--- src/rtl/operand_sequencer.sv ---
// Byte-stream front end for the 8-bit ALU: collects opcode/A/B, waits ALU_LATENCY cycles, returns the result.
// InReady is low while executing or holding a result; the result is held in SEND until OutReady accepts it.
module operand_sequencer #(
  parameter int WIDTH       = 8,
  parameter int NUM_OPS     = 8,
  parameter int ALU_LATENCY = 1,
  parameter int TIMEOUT     = 255
) (
  input  logic             Clk,
  input  logic             Reset,
  input  logic [WIDTH-1:0] InData,
  input  logic             InValid,
  output logic             InReady,
  output logic [2:0]       OpSel,
  output logic [WIDTH-1:0] In1,
  output logic [WIDTH-1:0] In2,
  input  logic [WIDTH-1:0] AluOut,
  output logic [WIDTH-1:0] OutData,
  output logic             OutValid,
  input  logic             OutReady,
  output logic             Busy,
  output logic             Error,
  output logic [1:0]       ErrCode
);

  localparam int IW = (TIMEOUT > 1) ? $clog2(TIMEOUT + 1) : 1;
  localparam int LW = (ALU_LATENCY > 1) ? $clog2(ALU_LATENCY + 1) : 1;

  typedef enum logic [2:0] {
    S_IDLE,
    S_GET_A,
    S_GET_B,
    S_EXEC,
    S_SEND
  } state_t;

  state_t           state_q, state_d;
  logic             in_ready_q, in_ready_d;
  logic             out_valid_q, out_valid_d;
  logic             busy_q, busy_d;
  logic             error_q, error_d;
  logic [1:0]       err_code_q, err_code_d;
  logic [2:0]       op_sel_q, op_sel_d;
  logic [WIDTH-1:0] in1_q, in1_d;
  logic [WIDTH-1:0] in2_q, in2_d;
  logic [WIDTH-1:0] out_data_q, out_data_d;
  logic [IW-1:0]    idle_cnt_q, idle_cnt_d;
  logic [LW-1:0]    lat_cnt_q, lat_cnt_d;

  logic in_accept;
  logic out_accept;
  logic op_ok;
  logic expired;

  assign in_accept  = InValid && in_ready_q;
  assign out_accept = out_valid_q && OutReady;
  assign op_ok      = (32'(InData) < NUM_OPS);
  assign expired    = (idle_cnt_q == IW'(TIMEOUT - 1));

  always_comb begin
    state_d     = state_q;
    out_valid_d = out_valid_q;
    error_d     = 1'b0;
    err_code_d  = err_code_q;
    op_sel_d    = op_sel_q;
    in1_d       = in1_q;
    in2_d       = in2_q;
    out_data_d  = out_data_q;
    idle_cnt_d  = idle_cnt_q;
    lat_cnt_d   = lat_cnt_q;

    case (state_q)
      S_IDLE: begin
        if (in_accept) begin
          if (op_ok) begin
            op_sel_d   = InData[2:0];
            idle_cnt_d = '0;
            state_d    = S_GET_A;
          end else begin
            error_d    = 1'b1;
            err_code_d = 2'd1;
          end
        end
      end
      S_GET_A, S_GET_B: begin
        // An accept on the expiry cycle takes priority over the timeout.
        if (in_accept) begin
          idle_cnt_d = '0;
          if (state_q == S_GET_A) begin
            in1_d   = InData;
            state_d = S_GET_B;
          end else begin
            in2_d     = InData;
            lat_cnt_d = LW'(ALU_LATENCY);
            state_d   = S_EXEC;
          end
        end else if (expired) begin
          idle_cnt_d = '0;
          error_d    = 1'b1;
          err_code_d = 2'd2;
          state_d    = S_IDLE;
        end else begin
          idle_cnt_d = idle_cnt_q + IW'(1);
        end
      end
      S_EXEC: begin
        lat_cnt_d = lat_cnt_q - LW'(1);
        if (lat_cnt_q == LW'(1)) begin
          out_data_d  = AluOut;
          out_valid_d = 1'b1;
          state_d     = S_SEND;
        end
      end
      S_SEND: begin
        if (out_accept) begin
          out_valid_d = 1'b0;
          state_d     = S_IDLE;
        end
      end
      default: state_d = S_IDLE;
    endcase

    in_ready_d = (state_d == S_IDLE) || (state_d == S_GET_A) || (state_d == S_GET_B);
    busy_d     = (state_d != S_IDLE);
  end

  always_ff @(posedge Clk) begin
    if (Reset) begin
      state_q     <= S_IDLE;
      in_ready_q  <= 1'b1;
      out_valid_q <= 1'b0;
      busy_q      <= 1'b0;
      error_q     <= 1'b0;
      err_code_q  <= 2'd0;
      op_sel_q    <= 3'd0;
      in1_q       <= '0;
      in2_q       <= '0;
      out_data_q  <= '0;
      idle_cnt_q  <= '0;
      lat_cnt_q   <= '0;
    end else begin
      state_q     <= state_d;
      in_ready_q  <= in_ready_d;
      out_valid_q <= out_valid_d;
      busy_q      <= busy_d;
      error_q     <= error_d;
      err_code_q  <= err_code_d;
      op_sel_q    <= op_sel_d;
      in1_q       <= in1_d;
      in2_q       <= in2_d;
      out_data_q  <= out_data_d;
      idle_cnt_q  <= idle_cnt_d;
      lat_cnt_q   <= lat_cnt_d;
    end
  end

  assign InReady  = in_ready_q;
  assign OutValid = out_valid_q;
  assign Busy     = busy_q;
  assign Error    = error_q;
  assign ErrCode  = err_code_q;
  assign OpSel    = op_sel_q;
  assign In1      = in1_q;
  assign In2      = in2_q;
  assign OutData  = out_data_q;

endmodule
--- config.mk ---
export PLATFORM = sky130hd
export DESIGN_NAME = operand_sequencer
export DESIGN_NICKNAME = d
export VERILOG_FILES = /design/src/rtl/operand_sequencer.sv
export SDC_FILE = /design/constraint.sdc
export NUM_CORES = 1
export LEC_CHECK = 0
export BUFFER_PORTS_ARGS = -buffer_cell sky130_fd_sc_hd__buf_2
export CELL_PAD_IN_SITES_DETAIL_PLACEMENT = 1
export CELL_PAD_IN_SITES_GLOBAL_PLACEMENT = 1
export CORE_AREA = 5 5 78 80
export CTS_CLUSTER_DIAMETER = 50
export DETAILED_ROUTE_END_ITERATION = 16
export DIE_AREA = 0 0 83 85
export GPL_TIMING_DRIVEN = 0
export PLACE_DENSITY_LB_ADDON = 0.1
export SLEW_MARGIN = 20
export SYNTH_ARGS = -nofsm -noshare
export SYNTH_HDL_FRONTEND = slang
export SYNTH_SLANG_ARGS = --single-unit
--- constraint.sdc ---
create_clock -name Clk -period 1.8 [get_ports Clk]
set_clock_uncertainty 0.05 [all_clocks]
set_input_delay 0.27 -clock Clk [delete_from_list [all_inputs] [get_ports Clk]]
set_output_delay 0.27 -clock Clk [all_outputs]
set_load 0.02 [all_outputs]
==> results.sh <==
export IMPL_status="finished clean"
export IMPL_vias_per_cell=4.94
export IMPL_grtUsageTotal_pct=14.0
export IMPL_total_of_buffers_placed_on_input_and_output_ports=51
export IMPL_global_route_overflow_total=0
export IMPL_mappedNetlistNets=234
export IMPL_ant_nets=0
export IMPL_drt_pre_antenna_iters=4
export IMPL_cts_htree_levels=2
export IMPL_finalSetupViolations=0
export IMPL_slew_headroom_pct=65.4
export IMPL_post_route_period_util_pct=92.1
export IMPL_p_total_mw=1.73
export IMPL_cp_cell_sequence="buf_2 > nor3b_1 > nand2_2 > mux2i_1 > nor2_1"
export IMPL_grt_pass1_wl_um=8180
export IMPL_hold_violations=0
export IMPL_cts_buffers_inserted=5
export IMPL_tritoncts_clock_tree="done"
export IMPL_place_gp_congestion=0.750
export IMPL_max_clock_freq_ghz=0.603
export IMPL_postSynthCellCount=212
export IMPL_numPlacedInstances=335
export IMPL_clk_insertion_delay_late_ns=0.30
export IMPL_synth_warnings=0
export IMPL_layout_min_cycle_time_ns=1.66
export IMPL_crit_path_top_delay_cell="sky130_fd_sc_hd__dfxtp_1"
export IMPL_critical_path_endpoint_type="register"
export IMPL_max_cap_violations=0
export IMPL_floorplan_rows=27
export IMPL_ys_dominant_reg_cell="sky130_fd_sc_hd__dfxtp_1"
export IMPL_power_ir_vdd_worst_mv=0.356
export IMPL_die_width_um=83
export IMPL_fp_dieH_um=85
export IMPL_yosys_cell_count_top_type="sky130_fd_sc_hd__dfxtp_1"
export IMPL_drc_errors=0
export IMPL_finalWirelength_um=4790
export IMPL_holdWs_ns=0.159
export IMPL_hold_path_class="in2reg"
export IMPL_synthesis_area_per_instance_um2=9.13
export IMPL_path_clk_slew_ns=0.09
export IMPL_ctsHoldBuffers=0
export IMPL_cp_arrival_ns=1.79
export IMPL_final_core_utilization_pct=44.7
export IMPL_synth_enable_flop_cells=0
export IMPL_ys_seq_area_share_pct=46.5
export IMPL_detailedRoute_firstIterationViolations=53
export IMPL_clk_root_buffer_cell="sky130_fd_sc_hd__clkbuf_8"
export IMPL_worst_slew_pin_slew_ns=0.519
export IMPL_crit_required_ns=1.94
export IMPL_starting_density_pct=36.3
export IMPL_wl_cell_um=14.0
export IMPL_dr_total_vias=1689
export IMPL_dpl_wire_length_um=3600
export IMPL_layout_drive_gt1_share_pct=28.9
export IMPL_dieArea_mm2=0.00706
export IMPL_p_leak_nw=1.07
export IMPL_design_portCount=53
export IMPL_synth_top_cell_area_share_pct=46.5
export IMPL_timing_worst_setup_path_type="reg2reg"
export IMPL_layout_nets=291
export IMPL_post_synth_num_cell_types=43
export IMPL_final_setup_tns_ns=0
export IMPL_timing_max_transition_violations_final=0
export IMPL_powerDensity_mw_per_mm2=725
export IMPL_vias_in_the_first_global_route=1736
export IMPL_initial_antenna_violation_count=0
export IMPL_netlist_area_mm2=0.00194
export IMPL_diodes=0
export IMPL_cts_root_to_sink_buffers=2
export IMPL_instances_no_fill=342
export IMPL_synth_seq_cells=45
export IMPL_ys_top_cells_by_count="sky130_fd_sc_hd__dfxtp_1, sky130_fd_sc_hd__nand2_1, sky130_fd_sc_hd__nor2_1, sky130_fd_sc_hd__a21oi_1, sky130_fd_sc_hd__mux2i_1"
export IMPL_pin_count_of_the_biggest_net_entering_global_routing=16
export IMPL_rsz_0062_raised_after_global_routing="false"
export IMPL_post_cts_repair_setup_buffers=0
export IMPL_coreArea_mm2=0.00534
export IMPL_crit_path_start_kind="register"
export IMPL_asyncSetResetFlopFracSynth_pct=0
export IMPL_post_synth_top_area_cell="sky130_fd_sc_hd__dfxtp_1"
export IMPL_synthTopCellsByArea="sky130_fd_sc_hd__dfxtp_1, sky130_fd_sc_hd__mux2i_1, sky130_fd_sc_hd__a21oi_1"
export IMPL_cts_sink_count=45
export IMPL_area_growth_syn_to_layout_pct=23.3
export IMPL_critical_path_max_stage_delay_ns=0.38
export IMPL_crit_path_max_fanout=10
==> sequential cells by signal (all words and copies together), names as in the netlist <==
signal	cells
In1	8
In2	8
OutData	8
idle_cnt_q	8
OpSel	3
state_q	3
ErrCode	2
Busy	1
Error	1
InReady	1
OutValid	1
lat_cnt_q	1
==> final cells by class <==
class / instances / area, µm²
multi-input cells: 151 / 977
fillers: 672 / 2950
plain buffers: 12 / 62.6
clock inverters: 3 / 21.3
inverters: 3 / 11.3
repair buffers: 51 / 255
well taps: 72 / 90.1
clock buffers: 5 / 68.8
flip-flops and latches: 45 / 901
==> where the power goes <==
| part | total [mW] | switching, mW | internal [mW] | leakage (nW) |
|---|---|---|---|---|
| Sequential | 1.00 | 0.00271 | 1.00 | 0.363 |
| Clock | 0.638 | 0.362 | 0.276 | 0.0445 |
| Combinational | 0.0909 | 0.0565 | 0.0344 | 0.661 |
==> cell usage in the layout (no fill, tap or decap), types with 2 or more instances in the layout <==
cell type	n
sky130_fd_sc_hd__clkbuf_1	4
sky130_fd_sc_hd__a21oi_1	20
sky130_fd_sc_hd__o21ai_0	9
sky130_fd_sc_hd__o21a_1	2
sky130_fd_sc_hd__inv_1	3
sky130_fd_sc_hd__mux2i_1	19
sky130_fd_sc_hd__a311oi_1	2
sky130_fd_sc_hd__nand4_1	3
sky130_fd_sc_hd__nor3_1	3
sky130_fd_sc_hd__ha_1	2
sky130_fd_sc_hd__nand3_1	8
sky130_fd_sc_hd__nand2_1	23
sky130_fd_sc_hd__nor2_1	23
sky130_fd_sc_hd__dfxtp_1	45
sky130_fd_sc_hd__nand3b_1	2
sky130_fd_sc_hd__o211ai_1	3
sky130_fd_sc_hd__nor3_2	2
sky130_fd_sc_hd__clkbuf_8	5
sky130_fd_sc_hd__and2_1	2
sky130_fd_sc_hd__and3b_1	2
sky130_fd_sc_hd__buf_2	56
sky130_fd_sc_hd__a31oi_1	4
sky130_fd_sc_hd__a21o_1	2
==> what timing repair did <==
action | CTS | global route
pin swaps | 0 | 2
gates resized for setup | 0 | 4
setup endpoints to repair | 6 | 14
==> through the flow <==
| stage | instance area [µm²] | worst slack [ns] |
|---|---|---|
| 6_report | 2390 | 0.143 |
| 2_1_floorplan | 1940 | 0.205 |
| 4_1_cts | 2370 | 0.0189 |
| 5_1_grt | 2390 | 0.00348 |
| 3_3_place_gp | 2280 | -0.0599 |
| 3_5_place_dp | 2280 | -0.101 |
==> final timing paths <==
| kind | start | cells past startpoint | slack (ns) | end |
|---|---|---|---|---|
| max reg2reg | state_q[0]$_SDFF_PP0_ | 5 | 0.14 | In1[0]$_SDFFE_PP0P_ |
| min reg2reg | OutData[0]$_SDFFE_PP0P_ | 2 | 0.40 | OutData[0]$_SDFFE_PP0P_ |
| min | AluOut[5] | 3 | 0.16 | OutData[5]$_SDFFE_PP0P_ |
| max | state_q[0]$_SDFF_PP0_ | 5 | 0.14 | In1[0]$_SDFFE_PP0P_ |
==> per-layer routing <==
| layer | vias up | track usage (%) | part of all wire, % |
|---|---|---|---|
| li1 | 859 | - | - |
| met1 | 788 | 17.9 | 48 |
| met2 | 36 | 22.1 | 45 |
| met3 | 6 | 4.95 | 5.8 |
| met4 | 0 | 4.46 | 1.3 |
| met5 | - | 0 | 0 |
==> kinds of logic after synthesis <==
kind of cell	after synthesis	share of synthesized area, %
compound gates	46	15.4
simple gates	83	22.5
buf+inv	16	4.01
xor+xnor	1	0.453
fa+ha+maj	2	1.29
mux	19	9.83
flops	45	46.5
==> critical path: cells and delay by family, from the launching register on <==
kind	cells	cell delay, ns
buffers and inverters	1	0.23
muxes	1	0.24
DFF	1	0.38
and+or+nand+nor	3	0.63
(Power assumes the default switching activity.)
